$ cat config.mk
export PLATFORM = sky130hd
export DESIGN_NAME = signext_stream
export DESIGN_NICKNAME = d
export VERILOG_FILES = /design/src/rtl/signext_pkg.sv /design/src/rtl/signext_lane.sv /design/src/rtl/signext_stream.sv
export SDC_FILE = /design/constraint.sdc
export NUM_CORES = 1
export LEC_CHECK = 0
export CORE_ASPECT_RATIO = 1.75
export CORE_MARGIN = 4
export CORE_UTILIZATION = 45
export CTS_CLUSTER_SIZE = 12
export DETAILED_ROUTE_END_ITERATION = 8
export PLACE_DENSITY = 0.83
export SLEW_MARGIN = 20
export SYNTH_ARGS = -nofsm -noshare
export SYNTH_HDL_FRONTEND = slang
export SYNTH_SLANG_ARGS = --single-unit
$ cat constraint.sdc
create_clock -name i_clk -period 1.7 [get_ports i_clk]
set_input_delay 0.255 -clock i_clk [delete_from_list [all_inputs] [get_ports i_clk]]
set_output_delay 0.255 -clock i_clk [all_outputs]
set_load 0.01 [all_outputs]
$ cat src/rtl/signext_pkg.sv
// Shared types and helpers for the streaming sign/zero extender.
package signext_pkg;

    typedef enum logic {
        EXT_ZERO = 1'b0,
        EXT_SIGN = 1'b1
    } ext_mode_e;

    function automatic int len_w(input int n);
        return $clog2(n + 1);
    endfunction

    function automatic logic len_legal(input int unsigned len, input int unsigned n);
        return (len != 0) && (len <= n);
    endfunction

endpackage

$ cat src/rtl/signext_lane.sv
// Combinational variable-width extender for one lane: low i_len bits kept, upper bits filled.
module signext_lane
    import signext_pkg::*;
#(
    parameter int N = 8,
    parameter int M = 16
) (
    input  logic [N-1:0]        i_x,
    input  logic [len_w(N)-1:0] i_len,
    input  ext_mode_e           i_mode,
    input  logic                i_legal,
    output logic [M-1:0]        o_y
);

    localparam int LW = len_w(N);

    // An illegal width forces the whole lane to zero so the beat carries no stale bits.
    function automatic logic [M-1:0] ext_field(
        input logic [N-1:0]  x,
        input logic [LW-1:0] len,
        input ext_mode_e     mode,
        input logic          legal
    );
        logic [M-1:0] xw;
        logic [M-1:0] y;
        logic         msb;
        xw  = M'(x);
        y   = '0;
        msb = 1'b0;
        for (int b = 0; b < N; b++) begin
            if (b == int'(len) - 1) msb = x[b];
        end
        for (int b = 0; b < M; b++) begin
            if (b < int'(len)) y[b] = xw[b];
            else               y[b] = (mode == EXT_SIGN) ? msb : 1'b0;
        end
        return legal ? y : '0;
    endfunction

    assign o_y = ext_field(i_x, i_len, i_mode, i_legal);

endmodule

$ cat src/rtl/signext_stream.sv
// Two-stage valid/ready pipeline extending LANES packed fields of width i_len to M bits each.
module signext_stream
    import signext_pkg::*;
#(
    parameter int N     = 8,
    parameter int M     = 16,
    parameter int LANES = 2
) (
    input  logic                 i_clk,
    input  logic                 i_rst_n,
    input  logic                 i_valid,
    output logic                 o_ready,
    input  logic [LANES*N-1:0]   i_data,
    input  logic [len_w(N)-1:0]  i_len,
    input  logic                 i_signed,
    output logic                 o_valid,
    input  logic                 i_ready,
    output logic [LANES*M-1:0]   o_data,
    output logic                 o_err
);

    localparam int LW = len_w(N);

    logic                 r_vld_p1;
    logic [LANES*N-1:0]   r_data_p1;
    logic [LW-1:0]        r_len_p1;
    ext_mode_e            r_mode_p1;
    logic                 r_legal_p1;

    logic                 r_vld_p2;
    logic [LANES*M-1:0]   r_data_p2;
    logic                 r_err_p2;

    logic                 w_adv1;
    logic                 w_adv2;
    logic [LANES*M-1:0]   w_ext;

    // Ready is purely combinational back from the sink; there is no skid buffer.
    assign w_adv2  = ~r_vld_p2 | i_ready;
    assign w_adv1  = ~r_vld_p1 | w_adv2;
    assign o_ready = w_adv1;

    // Stage 1: capture the beat and the precomputed legality flag
    always_ff @(posedge i_clk or negedge i_rst_n) begin
        if (!i_rst_n) begin
            r_vld_p1 <= 1'b0;
        end else if (w_adv1) begin
            r_vld_p1 <= i_valid;
        end
    end

    always_ff @(posedge i_clk) begin
        if (w_adv1 && i_valid) begin
            r_data_p1  <= i_data;
            r_len_p1   <= i_len;
            r_mode_p1  <= ext_mode_e'(i_signed);
            r_legal_p1 <= len_legal(int'(i_len), N);
        end
    end

    for (genvar k = 0; k < LANES; k++) begin : g_lane
        signext_lane #(
            .N (N),
            .M (M)
        ) u_lane (
            .i_x     (r_data_p1[k*N +: N]),
            .i_len   (r_len_p1),
            .i_mode  (r_mode_p1),
            .i_legal (r_legal_p1),
            .o_y     (w_ext[k*M +: M])
        );
    end

    // Stage 2: register the extended result; held while the sink stalls
    always_ff @(posedge i_clk or negedge i_rst_n) begin
        if (!i_rst_n) begin
            r_vld_p2  <= 1'b0;
            r_data_p2 <= '0;
            r_err_p2  <= 1'b0;
        end else if (w_adv2) begin
            r_vld_p2 <= r_vld_p1;
            if (r_vld_p1) begin
                r_data_p2 <= w_ext;
                r_err_p2  <= ~r_legal_p1;
            end
        end
    end

    assign o_valid = r_vld_p2;
    assign o_data  = r_data_p2;
    assign o_err   = r_err_p2;

endmodule
-- Yosys cells after proc, flatten, opt, wreduce, memory -nomap -nowiden
Index checks and enable logic that the tools add are counted.
Widths: inputs -> output; s select.
- flip-flop bits (word level): 57
- input port bits: 25
- logic and storage cells: 92
- add/subtract/negate cells: 1
- $lt $le $gt $ge: 16
- eq/ne operators: 7
- muxes and demuxes: 50
- bitwise logic cells: 5
- reductions and logical operators: 5
- operators with widths (kind ; count):
    $eq 4x32->1 const A ; 4
    $eq 3x32->1 const A ; 2
    $mux 1 ; 48
    $eq 2x32->1 const A ; 1
    $logic_not 32->1 ; 1
    $mux 16 ; 2
    $lt 4x4->1 const A ; 7
    $lt 3x4->1 const A ; 4
    $lt 1x4->1 const A ; 2
    $lt 2x4->1 const A ; 2
    $sub 4x1->5 const B ; 1
    $le 4x4->1 const B ; 1
    $reduce_bool 4->1 ; 1
    $not 1->1 ; 3
    $logic_and 1x1->1 ; 2
    $or 1x1->1 ; 2
    $reduce_and 2->1 ; 1

-- Logic depth before layout (Yosys ltp)
- word-level depth: 13
- mapped depth: 7

-- Cells and area by module
Synthesis repeated with hierarchy kept, for this count alone.
- cells, all modules: 220
- area, all modules: 2946.6 um^2
- modules (own cells, without submodules) (module ; instances ; cells each ; area an instance (um^2) ; seq. area each (um^2)):
    signext_stream ; 1 ; 102 ; 2145.8 ; 1536.5
    signext_lane ; 2 ; 59 ; 400.4 ; 0.0

-- Worst setup path after synthesis
No wires, ideal clock.
- path kind: reg-to-reg
- start: register r_vld_p2, in the netlist o_valid
- end: register r_data_p1[0], enable pin
- library setup time: 381 ps
- arrival: 1404 ps
- required time: 1319 ps
- path slack: -84 ps
- cell stages (with the launch flop): 5
- path buffers: 1
- cell sequence: dfrtp_1 > nor2b_4 > buf_6 > nand2_1 > and2_1
- word-level cells in the longest chain between the ends: 4
- RTL lines (what ; line ; RTL):
    start: declaration ; signext_stream.sv:30 ; logic r_vld_p2;
    start signal: assignment ; signext_stream.sv:81 ; r_vld_p2 <= r_vld_p1;
    $not 1->1 ; signext_stream.sv:39 ; assign w_adv2 = ~r_vld_p2 | i_ready;
    $or 1x1->1 ; signext_stream.sv:39 ;
    $or 1x1->1 ; signext_stream.sv:40 ; assign w_adv1 = ~r_vld_p1 | w_adv2;
    via o_ready ; signext_stream.sv:12 ; output logic o_ready,
    $logic_and 1x1->1 ; signext_stream.sv:53 ; if (w_adv1 && i_valid) begin
    end signal: assignment ; signext_stream.sv:54 ; r_data_p1 <= i_data;
    end: declaration ; signext_stream.sv:25 ; logic [LANES*N-1:0] r_data_p1;
The timed path passes the listed nets, and every way through them passes these cells.
A chain may end at the register's enable or synchronous reset.

-- Worst setup path after layout
- start: register r_len_p1[1]
- end: register r_data_p2[7], in the netlist o_data[7]
- word-level cells in the longest chain between the ends: 13
- RTL lines (what ; line ; RTL):
    start: declaration ; signext_stream.sv:26 ; logic [LW-1:0] r_len_p1;
    start signal: assignment ; signext_stream.sv:55 ; r_len_p1 <= i_len;
    $sub 4x1->5 ; signext_lane.sv:31 ; if (b == int'(len) - 1) msb = x[b];
    $logic_not 32->1 ; signext_lane.sv:31 ;
    $mux 1 (8 in a row) ; signext_lane.sv:31 ;
    $mux 1 ; signext_lane.sv:35 ; else y[b] = (mode == EXT_SIGN) ? msb : 1'b0;
    $mux 1 (*) ; signext_lane.sv:34 ; if (b < int'(len)) y[b] = xw[b];
    $mux 16 (*) ; signext_lane.sv:37 ; return legal ? y : '0;
    end signal: assignment ; signext_stream.sv:83 ; r_data_p2 <= w_ext;
    end: declaration ; signext_stream.sv:31 ; logic [LANES*M-1:0] r_data_p2;
Every way passes the cells marked *; elsewhere a longest branch is shown, timed or not.

==> metrics.txt <==
Post-synth EDFFs=22; final setup TNS=0 ps; cell taking the most area after synthesis=dfrtp_1; Critical Path Start Type=flop; routing usage on met3=4.908%; global route hottest layer=met2; GR Util met1=19.30%; f_max=between 600 and 700 MHz; worst reg2reg path depth=5; first-pass GRT wire length=~10 mm; root buffer cell=clkbuf_8; CP Class=flop to flop; grt met2 use=35.46%; maximum vdd drop=0.0006384 V; Unique masters post-synth=just over 40; number of placed I/O pins=60; cts-stage hold buffer count=0; Crit. Startpoint=r_len_p1[1]; CP required=1960 ps; Synth Area per Inst=approximately 11 µm²; Row Count=36; NumNets Final=339; chip height=~110 µm; largest family of logic cells by synthesized area=compound AO/OA/AOI/OAI gates; non-filler cells, final=395; n_diodes=0; Area Growth Syn to Fin=44.64%; layout cell share with drive strength beyond 1=21.32%; die footprint=7205 µm²; status=finished, final reports clean; GP Congestion=around 0.87; Mapped Cells=between 200 and 250; initial antenna violation count=0; Post-Syn Nets=255; number of port buffers=just under 60; Pre-antenna DRT Iters=5; ANT nets after route=0; total leakage power=around 1.5 nW; RSZ-0062 raised after global routing=true; largest cells by area after synthesis=dfrtp_1 33%, edfxtp_1 25%, a22oi_1 6.8%; CTS Buf Count=9; final hold violations=0; Starting Density=between 40% and 50%; CTS tree=yes; Final period util=97.22%; Core Region=roughly 5600 µm²; setup violators final=0; Post-Syn Area=2640 µm²; Synth Area in Compound Gates=about a quarter; gr usage total=slightly below 20%; Post-Route WL=around 6.8 mm; flop2flop setup slack=around 47 ps; Reg clk slew, reported paths=about 70 ps; crit path max fanout=11; xor-xnor portion of the synthesized cell area=less than 1%; die width=~66 µm; mux contribution to synthesized area=less than 1%; HPWL Detailed=a little under 5 mm; Remaining DRCs=0; Post-Synth Simple-Gate Area=12.13%; GRT Residual Overflow=0; CP arrival=roughly 1900 ps; post-synth top area share=~33%; MaxCap Viol Count=0; Syn. warnings=0; endpoint class of the critical path=flop; min-delay worst type=input port to asynchronous set/reset pin; r2r startpoint=r_len_p1[1]; CP Capture Point=o_data[7]; clk_lat worst skew=340 ps; Top FF cell, synth=dfrtp_1; initial DRC count=between 150 and 200; share of flip-flops with an asynchronous set or reset=about three fifths; Adder-Cell Fraction of Synth Area=0%; vias in the first global route=2,219; post-DR vias/cell=roughly 5.7; Rel. slew slack=between 60% and 70%; Avg WL per Cell=between 15 and 20 µm; CTS sink count=57; r2r endpoint=o_data[7]; Max clock buf depth=2; FF+latch count, synth=57; Slew @ Worst Pin=~470 ps; power per cell area=roughly 1000 nW/µm²; H-Tree Depth=3; vias=between 2,000 and 2,500; Setup Skew=around 7.9 ps; pin count of the biggest net entering global routing=36; final max-slew violation count=0; Cells after DPL=between 300 and 400; sequential area share after synthesis=58.20%; post-layout min period=between 1500 and 2000 ps
==> cell families after synthesis <==
family                 Yosys count
AO/OA/AOI/OAI                   93
flip-flops                      57
AND/OR/NAND/NOR                 52
buffers and inverters           25
multiplexers                     2
XOR/XNOR                         1
==> where the power goes <==
group	internal (W)	total [W]	switching, W	leakage [nW]
registers	0.00156	0.00165	0.0000852	0.677
clock network	0.000886	0.00141	0.000523	0.122
logic	0.000393	0.000752	0.000359	0.700
total	0.00284	0.00381	0.000968	1.50
==> per-stage QoR <==
step	setup WS (ps)	instance area [µm²]	power, W	utilization [%]	hold slack [ps]
final	47.28	3819	0.003808	67.82	319.5
after CTS	-22.24	3681	0.003775	65.38	327.9
after detailed placement	-170.0	3426	0.002363	60.84	484.7
after floorplan	48.66	2641	0.001974	-	-40.59
after global placement	-149.0	3426	0.002339	60.84	470.1
after global routing	-29.02	3819	0.003966	67.82	352.7
==> area by class of cell <==
class                           count  area [µm²]
Timing Repair Buffer               89       859.6
Inverter                            7       26.28
Tap cell                           76       95.09
Sequential cell                    57        1536
Clock buffer                       12       187.7
Fill cell                         435        1812
Clock inverter                      4       45.04
Multi-Input combinational cell    150        1069
==> synthesized netlist by cell type (2+ instances only) <==
cell,n
dfrtp_1,35
a22oi_1,24
o21ai_0,24
edfxtp_1,22
a21oi_1,15
nand2_1,15
buf_2,7
inv_1,7
clkbuf_1,6
nand2b_1,6
a211oi_1,5
nand3b_1,5
nor3_1,5
a32oi_1,4
buf_4,4
nor2_1,4
nor2b_1,4
o311ai_0,4
a21o_1,3
a2111oi_2,2
a31oi_1,2
mux2i_1,2
nand4b_1,2
o21ai_1,2
o21ai_2,2
o221ai_1,2
o22a_1,2
or2_2,2
==> cells in the final DEF (no fill, tap or decap), drive strengths merged, types with 3 or more instances in the layout <==
cell	synthesis	final
clkdlybuf4s50	0	58
o311ai	4	4
nor2b	5	5
clkbuf	6	12
nor2	4	4
a32oi	4	4
a22oi	24	24
buf	12	30
nor3	5	5
dfrtp	35	35
a211oi	5	5
inv	7	7
a21o	3	3
o21ai	28	30
nand3b	5	5
edfxtp	22	22
clkinv	0	3
nand2	16	16
or2	4	4
a21oi	15	15
nand2b	6	6
==> flip-flops by register name (all words and copies together), names as in the netlist <==
signal,flops
r_vld_p1,1
r_mode_p1,1
r_data_p1,16
o_err,1
r_len_p1,4
o_data,32
r_legal_p1,1
o_valid,1
==> critical path, cell delays in order (launching register included) <==
cell,delay [ps]
edfxtp_1,380
buf_6,150
or4b_4,620
o21ai_4,160
a211oi_1,100
a21oi_1,160
==> worst min path at each step <==
stage,endpoint,slack [ps],depth (start not counted)
after global routing,o_data[12],350,2
final,o_data[13],320,2
after global placement,o_err,470,2
after floorplan,o_data[0],-40,0
after CTS,o_data[12],330,2
after detailed placement,o_err,480,2
==> layer usage <==
layer	share of wire [%]	up-vias
met4	3.7	0
met2	57	84
met3	5.0	22
met5	0	-
met1	34	1083
li1	-	1046
==> repair_timing <==
item                                    in CTS  in global routing
gates resized for setup                      5                 22
endpoints found under the setup margin      27                 25
pin swaps                                    1                  3
setup buffers                                1                  6
cloned                                       0                  2
Power figures use the tool's default switching activity.
